### config.mk
export PLATFORM = sky130hd
export DESIGN_NAME = baud_gen_frac
export DESIGN_NICKNAME = d
export VERILOG_FILES = /design/src/rtl/baud_pkg.sv /design/src/rtl/baud_gen_frac_divider.sv /design/src/rtl/baud_gen_frac.sv
export SDC_FILE = /design/constraint.sdc
export NUM_CORES = 1
export LEC_CHECK = 0
export CAP_MARGIN = 10
export CORE_UTILIZATION = 37
export DETAILED_ROUTE_END_ITERATION = 10
export PLACE_DENSITY = 0.62
export REMOVE_ABC_BUFFERS = 1
export SYNTH_ARGS = -nofsm -noshare
export SYNTH_HDL_FRONTEND = slang
export SYNTH_HIERARCHICAL = 1
export SYNTH_SLANG_ARGS = --single-unit
### constraint.sdc
create_clock -name clk -period 9.66 [get_ports clk]
set_input_delay 1.932 -clock clk [delete_from_list [all_inputs] [get_ports clk]]
set_output_delay 1.932 -clock clk [all_outputs]
set_load 0.01 [all_outputs]
### src/rtl/baud_pkg.sv
// Shared constants and types for the fractional UART baud-rate generator.
// Latency: n/a (declarations only).
// Backpressure: n/a (declarations only).
//
// Contents:
//   MIN_INT              smallest integer divisor that is ever applied
//   DEF_INT_W/FRAC_W     default divisor field widths
//   DEF_INT_DIV/FRAC_DIV reset divisor (100 MHz core, 9600 baud, 16x oversample)
//   baud_cfg_t           divisor record as seen by software / config sources
package baud_pkg;

  // A period of 1 would give back-to-back ticks and break the
  // "one sample tick per period" contract downstream.
  localparam int MIN_INT = 2;

  localparam int DEF_INT_W  = 16;
  localparam int DEF_FRAC_W = 4;

  localparam int DEF_INT_DIV  = 651;
  localparam int DEF_FRAC_DIV = 1;

  // Field 'int' is a reserved word in SystemVerilog, hence int_div.
  typedef struct packed {
    logic [DEF_INT_W-1:0]  int_div;
    logic [DEF_FRAC_W-1:0] frac;
  } baud_cfg_t;

endpackage

### src/rtl/baud_gen_frac_divider.sv
// Fractional period divider: emits one sample_tick every act_int or act_int+1 cycles.
// Latency: tick is combinational from cnt/acc; first tick limit cycles after restart.
// Backpressure: none; enable low freezes cnt/acc and suppresses the tick.
//
// Ports:
//   clk, reset          clock, asynchronous active-high reset
//   enable              count enable (ignored while restart is high)
//   restart             synchronous phase restart: cnt and acc go to 0
//   act_int, act_frac   active divisor (period = act_int + act_frac/2^FRAC_W)
//   sample_tick         1-cycle tick on the last cycle of each period
module frac_divider
  import baud_pkg::*;
#(
  parameter int INT_W  = DEF_INT_W,
  parameter int FRAC_W = DEF_FRAC_W
) (
  input  logic              clk,
  input  logic              reset,
  input  logic              enable,
  input  logic              restart,
  input  logic [INT_W-1:0]  act_int,
  input  logic [FRAC_W-1:0] act_frac,
  output logic              sample_tick
);

  logic [INT_W-1:0]  cnt;
  logic [FRAC_W-1:0] acc;
  logic [FRAC_W:0]   frac_sum;
  logic              carry;
  logic [INT_W:0]    limit;
  logic [INT_W:0]    last;
  logic              at_last;

  // The accumulator overflow of the period now in progress decides whether
  // this period is stretched by one cycle.
  assign frac_sum = {1'b0, acc} + {1'b0, act_frac};
  assign carry    = frac_sum[FRAC_W];

  // One extra bit so act_int = all-ones plus a carry does not wrap.
  assign limit   = {1'b0, act_int} + {{INT_W{1'b0}}, carry};
  assign last    = limit - {{INT_W{1'b0}}, 1'b1};
  assign at_last = ({1'b0, cnt} == last);

  assign sample_tick = enable && !restart && at_last;

  always_ff @(posedge clk or posedge reset) begin
    if (reset) begin
      cnt <= '0;
      acc <= '0;
    end else if (restart) begin
      cnt <= '0;
      acc <= '0;
    end else if (enable) begin
      if (at_last) begin
        cnt <= '0;
        acc <= frac_sum[FRAC_W-1:0];
      end else begin
        cnt <= cnt + INT_W'(1);
      end
    end
  end

endmodule

### src/rtl/baud_gen_frac.sv
// Fractional baud generator: sample/bit/mid-bit ticks with runtime-programmable divisor.
// Latency: ticks combinational from state; new divisor takes effect at the next sample tick or restart.
// Backpressure: cfg_ready drops after a divisor is accepted and rises once it has been applied.
//
// Ports:
//   clk, reset             clock, asynchronous active-high reset
//   enable                 low: all counters hold, all ticks forced to 0
//   restart                synchronous phase restart (RX start-bit alignment)
//   cfg_valid/cfg_ready    divisor offer / accept handshake
//   cfg_int, cfg_frac      offered divisor; cfg_int below MIN_INT is stored as MIN_INT
//   sample_tick            oversample tick, average period INT + FRAC/2^FRAC_W cycles
//   bit_tick               last sample of each bit (uart_tx)
//   mid_tick               sample OVERSAMPLE/2-1 of each bit (uart_rx)
module baud_gen_frac
  import baud_pkg::*;
#(
  parameter int INT_W      = DEF_INT_W,
  parameter int FRAC_W     = DEF_FRAC_W,
  parameter int OVERSAMPLE = 16,
  parameter int DEF_INT    = DEF_INT_DIV,
  parameter int DEF_FRAC   = DEF_FRAC_DIV
) (
  input  logic              clk,
  input  logic              reset,
  input  logic              enable,
  input  logic              restart,
  input  logic              cfg_valid,
  input  logic [INT_W-1:0]  cfg_int,
  input  logic [FRAC_W-1:0] cfg_frac,
  output logic              cfg_ready,
  output logic              sample_tick,
  output logic              bit_tick,
  output logic              mid_tick
);

  localparam int                OS_W    = $clog2(OVERSAMPLE);
  localparam logic [OS_W-1:0]   OS_LAST = OS_W'(OVERSAMPLE - 1);
  localparam logic [OS_W-1:0]   OS_MID  = OS_W'(OVERSAMPLE / 2 - 1);
  localparam logic [INT_W-1:0]  INT_MIN = INT_W'(MIN_INT);

  logic [INT_W-1:0]  act_int;
  logic [FRAC_W-1:0] act_frac;
  logic [INT_W-1:0]  sh_int;
  logic [FRAC_W-1:0] sh_frac;
  logic              pend;
  logic [INT_W-1:0]  cfg_int_clamped;
  logic              cfg_xfer;
  logic              apply;
  logic [OS_W-1:0]   os;

  assign cfg_ready       = !pend;
  assign cfg_xfer        = cfg_valid && cfg_ready;
  assign cfg_int_clamped = (cfg_int < INT_MIN) ? INT_MIN : cfg_int;

  // Swap happens on the edge that closes a period, so that period still runs
  // on the old divisor. A restart swaps immediately since the phase is
  // being thrown away anyway. sample_tick is already low during restart.
  assign apply = pend && (restart || sample_tick);

  frac_divider #(
    .INT_W  (INT_W),
    .FRAC_W (FRAC_W)
  ) u_div (
    .clk         (clk),
    .reset       (reset),
    .enable      (enable),
    .restart     (restart),
    .act_int     (act_int),
    .act_frac    (act_frac),
    .sample_tick (sample_tick)
  );

  // Transfer and apply are mutually exclusive: transfer needs pend=0,
  // apply needs pend=1. A transfer on a tick cycle therefore waits for
  // the following tick.
  always_ff @(posedge clk or posedge reset) begin
    if (reset) begin
      act_int  <= INT_W'(DEF_INT);
      act_frac <= FRAC_W'(DEF_FRAC);
      sh_int   <= '0;
      sh_frac  <= '0;
      pend     <= 1'b0;
    end else if (cfg_xfer) begin
      sh_int   <= cfg_int_clamped;
      sh_frac  <= cfg_frac;
      pend     <= 1'b1;
    end else if (apply) begin
      act_int  <= sh_int;
      act_frac <= sh_frac;
      pend     <= 1'b0;
    end
  end

  always_ff @(posedge clk or posedge reset) begin
    if (reset) begin
      os <= '0;
    end else if (restart) begin
      os <= '0;
    end else if (sample_tick) begin
      os <= (os == OS_LAST) ? '0 : os + OS_W'(1);
    end
  end

  assign bit_tick = sample_tick && (os == OS_LAST);
  assign mid_tick = sample_tick && (os == OS_MID);

endmodule

==> flow_summary_export.csv, run 1 <==
group,metric,value,unit
place,dpl.hpwl,5190,um
clocking,htreeDepth,3,
logic_synthesis,synthAdderAreaFrac,3.38,%
route,via_per_inst,5.01,
finish,drive_above_1_share,17.3,%
sta,totalNegativeSetupSlack,0,ns
finish,post-route-cell-area,0.00413,mm^2
logic_synthesis,syn-cell-area,0.00356,mm^2
finish,layout-area-overhead-vs-synth,16.0,%
sta,setup_viol,0,
sta,hold_slack,0.473,ns
clocking,numCtsBuffers,9,
place,port_buffers,28,
logic_synthesis,synth-simple-area-share,22.8,%
worst_setup_path,arrival,4.86,ns
global_routing,antenna_found_initial,0,
logic_synthesis,synth_cell_type_count,60,
clocking,root_buffer,"clkbuf_8",
logic_synthesis,synth_warnings,6,
place,gp_congestion,0.846,
route,wirelength,6950,um
floorplanning,coreArea,0.00928,mm^2
sta,tightest_slew,1.05,ns
floorplanning,initial_core_util,38.3,%
logic_synthesis,synth_seq_cells,65,
clocking,cts.clk_slew.worst_paths,0.08,ns
min_path,holdCritStartpoint,"sh_int[8]$_DFFE_PP0P_",
logic_synthesis,synth.area.mux_share,7.32,%
floorplanning,ioPinCount,29,
floorplanning,fp.dieH,100,um
logic_synthesis,synthesis.instances,353,
global_routing,grt_pass1_wl,12200,um
pwr,leakage,1.74,nW
route,drt_iter0_drc,113,
floorplanning,die_x,100,um
logic_synthesis,synthTopCellsByArea,"dfrtp_1 42%, nand2_1 7.0%, mux2_2 6.3%",
worst_setup_path,crit_start,"u_div/acc[0]$_DFFE_PP0P_",
global_routing,grt_max_degree,43,
sta,slew_violations,0,
pwr,p_total,0.855,mW
global_routing,track_usage,15.9,%
sta,maxSlewHeadroom,29.8,%
clocking,cts_setup_buffers,0,
route,dr.pass1.iters,4,
logic_synthesis,synthFlopType,"dfrtp_1",
logic_synthesis,synthArstFlopShare,100,%
pwr,p_per_area,207,mW/mm^2
worst_setup_path,slowest_delay,0.59,ns
worst_setup_path,crit_type,"reg -> out",
worst_setup_path,crit_fanout,8,
floorplanning,die_area,0.0100,mm^2
logic_synthesis,synth-compound-area-share,8.44,%
sta,fin_crit_sh,70.4,%
place,dpl_cell_area,0.00393,mm^2
job,drv_cap,0,
logic_synthesis,synth_top_area_share,41.5,%
route,ant_nets,0,
worst_setup_path,crit_chain,"ha_1, fa_1, a21o_1, a21oi_1, ha_1, ha_1, or4b_1, nor3_1, xnor2_1, nand4_1, or3_1, nor4_1, buf_4, nand2_2, nor3b_1, clkdlybuf4s50_1",
logic_synthesis,yosysTopAreaCell,"dfrtp_1",
clocking,hold_buffers,0,
sta,clock.fmax,147,MHz
run_status,outcome,"finished, final reports clean",
sta,hold_violations,0,
finish,layout.nets,416,
logic_synthesis,ys_seq_area_share,46.0,%
clocking,clk_latency,0.34,ns
worst_setup_path,endpoint_kind,"primary output",
logic_synthesis,synth_area_per_cell,10.1,um^2
sta,grt_setup_unrepaired,"false",
global_routing,overflow,0,
global_routing,grt_pass1_vias,2512,
worst_setup_path,worstReg2RegStart,"u_div/acc[0]$_DFFE_PP0P_",
route,avgRoutedWirePerCell,13.5,um
worst_setup_path,crit_path_start_kind,"flip-flop",
clocking,cts_tree,"done",
route,drc,0,
pwr,ir_drop,0.0932,mV
route,vias,2585,
finish,final_common_cell,"nand2_1",
logic_synthesis,synth_edf_count,0,
worst_setup_path,critPathRequiredTime,7.73,ns
floorplanning,placementRows,35,
finish,layout_common_cells,"66 x nand2_1, 59 x dfrtp_1, 28 x clkdlybuf4s50_1",
finish,diodes,0,
sta,layout_min_cycle_time,6.80,ns
clocking,clock-sinks,65,
logic_synthesis,synth-xor-area-share,8.62,%
clocking,cts_resized,0,
min_path,hold_path.class,"reg -> reg",
logic_synthesis,synth_top_family_by_area,"simple AND/OR/NAND/NOR gates",
sta,skew,0.00928,ns
clocking,cts.path.max_buffers,2,
worst_setup_path,cp_common_cell,"ha_1",
worst_setup_path,slowest_stage,"or4b_1",
worst_setup_path,r2r_slack,4.92,ns
==> report_power, final <==
group	total, mW	internal [mW]	switching [mW]	leakage, nW
sequential	0.393	0.334	0.0598	0.828
clock	0.227	0.119	0.108	0.0994
combinational	0.235	0.115	0.120	0.809
total	0.855	0.567	0.288	1.74
==> layout make-up <==
type,instances,area (um^2)
sequential,65,1630
timing repair buffer,31,303
multi-input combinational,266,1800
fill,949,5160
clock inverter,7,70.1
inverter,9,33.8
tap,129,161
clock buffer,9,124
==> synthesized netlist by cell type, types with 3 or more instances <==
| master | count |
|---|---|
| a21oi_1 | 12 |
| a31oi_1 | 3 |
| buf_2 | 4 |
| buf_6 | 4 |
| clkbuf_1 | 3 |
| dfrtp_1 | 59 |
| dfstp_2 | 6 |
| ha_1 | 8 |
| inv_1 | 8 |
| mux2_2 | 20 |
| nand2_1 | 66 |
| nand2b_1 | 5 |
| nand3_1 | 10 |
| nand4_1 | 5 |
| nor2_1 | 15 |
| nor2_2 | 9 |
| nor2b_1 | 3 |
| nor3_1 | 8 |
| nor4_1 | 8 |
| o21ai_0 | 3 |
| o21ai_1 | 3 |
| o31ai_1 | 3 |
| or3_1 | 7 |
| xnor2_1 | 22 |
| xor2_1 | 13 |
==> critical path: cells and delay by family, from the launching register on <==
kind	cells	cell delay, ns
AND/OR/NAND/NOR	7	1.86
adder cells (fa/ha/maj)	4	1.04
buffers and inverters	2	0.77
flip-flops	1	0.39
AO/OA/AOI/OAI	2	0.32
XOR/XNOR	1	0.14
==> cell families after synthesis <==
logic type                 Yosys count
AOI/OAI and AO/OA                   43
xor gates and xnor gates            35
adders and majority gates            9
buffers and inverters               22
DFF                                 65
muxes                               23
and+or+nand+nor                    156
==> state kept, by name, summed over array words and instances, names as in the netlist <==
| register | flops |
|---|---|
| act_int | 16 |
| sh_int | 16 |
| u_div/cnt | 16 |
| act_frac | 4 |
| os | 4 |
| sh_frac | 4 |
| u_div/acc | 4 |
| pend | 1 |
==> per-stage QoR <==
stage	worst slack, ns	utilization [%]	cells
finish	2.86	44.4	516
global route	2.52	44.4	516
CTS	2.81	44.4	516
detailed placement	3.21	42.3	500
global placement	3.27	42.3	500
floorplan	3.24	-	340
==> path summary, 6_finish.rpt <==
check / depth (start not counted) / to
setup / recovery: 16 / mid_tick
hold / removal: 2 / sh_int[8]$_DFFE_PP0P_
setup reg to reg: 15 / act_int[13]$_DFFE_PP0P_
hold reg to reg: 2 / sh_int[8]$_DFFE_PP0P_
max in group asynchronous: 2 / u_div/cnt[8]$_DFFE_PP0P_
min in group asynchronous: 2 / os[3]$_DFFE_PP0P_
==> per-layer routing <==
layer,global-route usage (%),vias to the layer above,wire length [um]
met4,6.69,0,102
met3,4.25,7,340
met5,0,-,0
li1,-,1294,-
met1,22.3,1231,3400
met2,23.2,53,3110
Note: power is estimated with default switching activity, not from simulation.
==> run 2: changes to the inputs <==
- clock period: 9.66 -> 6.28 ns (I/O delays scaled with it)
==> run 2 against run 1 <==
Effect of this change:
- clock power grew 66%
- clock-buffer cell count grew 3
- sequential share of layout area shrank 0.47 points
- critical path depth shrank 1
- sequential power grew 54%
- worst hold slack is essentially flat
- setup slack lost 2.5 ns
- clock skew grew 0.0019 ns
- register-to-register slack lost 3.4 ns
- global-route usage grew 0.37 points
- critical endpoint is now bit_tick
- largest power group unchanged
- highest routed layer unchanged
==> flow_summary_export.csv, run 2 (synthesis results as in run 1) <==
group,metric,value,unit
worst_setup_path,cp_num_cells,15,
finish,layout.nets,419,
worst_setup_path,crit_path_start_kind,"flip-flop",
sta,skew,0.0112,ns
worst_setup_path,slowest_delay,0.53,ns
place,gp_congestion,0.834,
worst_setup_path,critPathRequiredTime,5.02,ns
finish,drive_above_1_share,18.2,%
global_routing,track_usage,16.3,%
pwr,ir_drop,0.202,mV
finish,post-route-util,45.0,%
worst_setup_path,endpoint_kind,"primary output",
floorplanning,ioPinCount,29,
route,ant_nets,0,
route,wirelength,7060,um
place,dpl_cell_area,0.00393,mm^2
clocking,clock-sinks,65,
worst_setup_path,crit_chain,"ha_1, fa_1, a21o_1, a21oi_1, ha_1, ha_1, or4b_4, nor3_1, xnor2_1, nand4_1, or3_1, nor4_1, buf_4, and4_1, clkdlybuf4s50_1",
worst_setup_path,reg2reg_depth,16,
floorplanning,placementRows,35,
route,drt_iter0_drc,132,
clocking,cts.path.max_buffers,2,
finish,post-route-cell-area,0.00418,mm^2
place,port_buffers,28,
floorplanning,die_x,100,um
place,place_ws,0.548,ns
sta,maxSlewHeadroom,27.9,%
global_routing,grt_pass1_wl,12600,um
sta,grt_setup_unrepaired,"false",
clocking,cts_tree,"done",
place,placed_cells,500,
worst_setup_path,crit_family,"simple AND/OR/NAND/NOR gates",
global_routing,grt_pass1_vias,2595,
finish,layout-area-overhead-vs-synth,17.4,%
floorplanning,coreArea,0.00928,mm^2
sta,fin_crit_sh,93.6,%
sta,layout_min_cycle_time,5.88,ns
clocking,numCtsBuffers,9,
global_routing,grt_max_degree,44,
worst_setup_path,crit_type,"reg -> out",
global_routing,overflow,0,
sta,finalWorstSetupSlack,0.404,ns
route,drc,0,
finish,final_cell_count_no_fill,519,
route,via_per_inst,5.03,
sta,setup_viol,0,
worst_setup_path,path_buf_inv,2,
run_status,outcome,"finished, final reports clean",
sta,clock.fmax,170,MHz
finish,diodes,0,
route,dr.pass1.iters,4,
min_path,hold_path.class,"reg -> reg",
clocking,cts.clk_slew.worst_paths,0.07,ns
finish,layout_common_cells,"66 x nand2_1, 59 x dfrtp_1, 27 x clkdlybuf4s50_1",
clocking,clk_latency,0.33,ns
finish,reg_top3,"act_int x16, sh_int x16, u_div/cnt x16",
floorplanning,fp.dieH,100,um
min_path,whs_path_depth,2,
clocking,root_buffer,"clkbuf_8",
sta,hold_slack,0.473,ns
sta,hold_violations,0,
route,vias,2610,
floorplanning,initial_core_util,38.3,%
clocking,htreeDepth,3,
pwr,p_per_area,325,mW/mm^2
sta,tightest_slew,1.08,ns
finish,final_common_cell,"nand2_1",
worst_setup_path,slowest_stage,"or4b_4",
finish,fillers,903,
pwr,leakage,1.78,nW
sta,totalNegativeSetupSlack,0,ns
worst_setup_path,crit_fanout,7,
worst_setup_path,arrival,4.62,ns
sta,slew_violations,0,
pwr,p_total,1.36,mW
job,drv_cap,0,
global_routing,antenna_found_initial,0,
place,dpl.hpwl,5160,um
clocking,hold_buffers,0,
worst_setup_path,cp_common_cell,"ha_1",
route,avgRoutedWirePerCell,13.6,um
floorplanning,die_area,0.0100,mm^2
-- run 2: changes by cell type in the layout (fill, tap and decap cells not counted), sizes merged --
cell           change
clkinv             -3
clkbuf             +3
inv                -1
dlymetal6s2s       +1
clkinvlp           +1
clkdlybuf4s50      -1
buf                +3
-- run 2: final cells by class --
cell class | instances | area (um^2) | share of cell area (%)
multi-input combinational | 266 | 1800 | 43.2
sequential | 65 | 1630 | 39.1
timing repair buffer | 34 | 328 | 7.85
clock buffer | 12 | 165 | 3.96
tap | 129 | 161 | 3.87
clock inverter | 4 | 50.0 | 1.20
inverter | 9 | 33.8 | 0.809
-- run 2: power breakdown --
| part | switching, mW | internal [mW] | leakage (nW) | total [mW] |
|---|---|---|---|---|
| sequential | 0.0921 | 0.513 | 0.828 | 0.605 |
| clock | 0.161 | 0.215 | 0.105 | 0.376 |
| combinational | 0.187 | 0.187 | 0.844 | 0.374 |
-- run 2: routing by layer --
| layer | global-route usage [%] | part of all wire (%) | vias to the layer above | wire length (um) |
|---|---|---|---|---|
| li1 | - | - | 1288 | - |
| met1 | 23.2 | 49 | 1258 | 3460 |
| met2 | 23.8 | 45 | 51 | 3210 |
| met3 | 4.11 | 3.1 | 13 | 220 |
| met4 | 6.24 | 2.5 | 0 | 174 |
| met5 | 0 | 0 | - | 0 |
-- run 2: timing repair --
action,in CTS,in global routing
resized for setup,0,2
setup buffers,0,3
hold endpoints to repair,0,0
setup endpoints to repair,0,2
-- run 2: final timing paths --
check,start,to,slack (ns)
max in group asynchronous,reset,u_div/cnt[6]$_DFFE_PP0P_,4.38
min in group asynchronous,reset,os[0]$_DFFE_PP0P_,1.10
worst min register to register,sh_int[15]$_DFFE_PP0P_,sh_int[15]$_DFFE_PP0P_,0.47
worst min-delay path,sh_int[15]$_DFFE_PP0P_,sh_int[15]$_DFFE_PP0P_,0.47
worst max register to register,u_div/acc[0]$_DFFE_PP0P_,act_int[5]$_DFFE_PP0P_,1.51
worst max-delay path,u_div/acc[0]$_DFFE_PP0P_,bit_tick,0.40
-- run 2: tightest hold or removal path, stage by stage (launching register included) --
cell and delay [ns]:
dfrtp_1 0.34, nand2_1 0.05, nand2_1 0.05
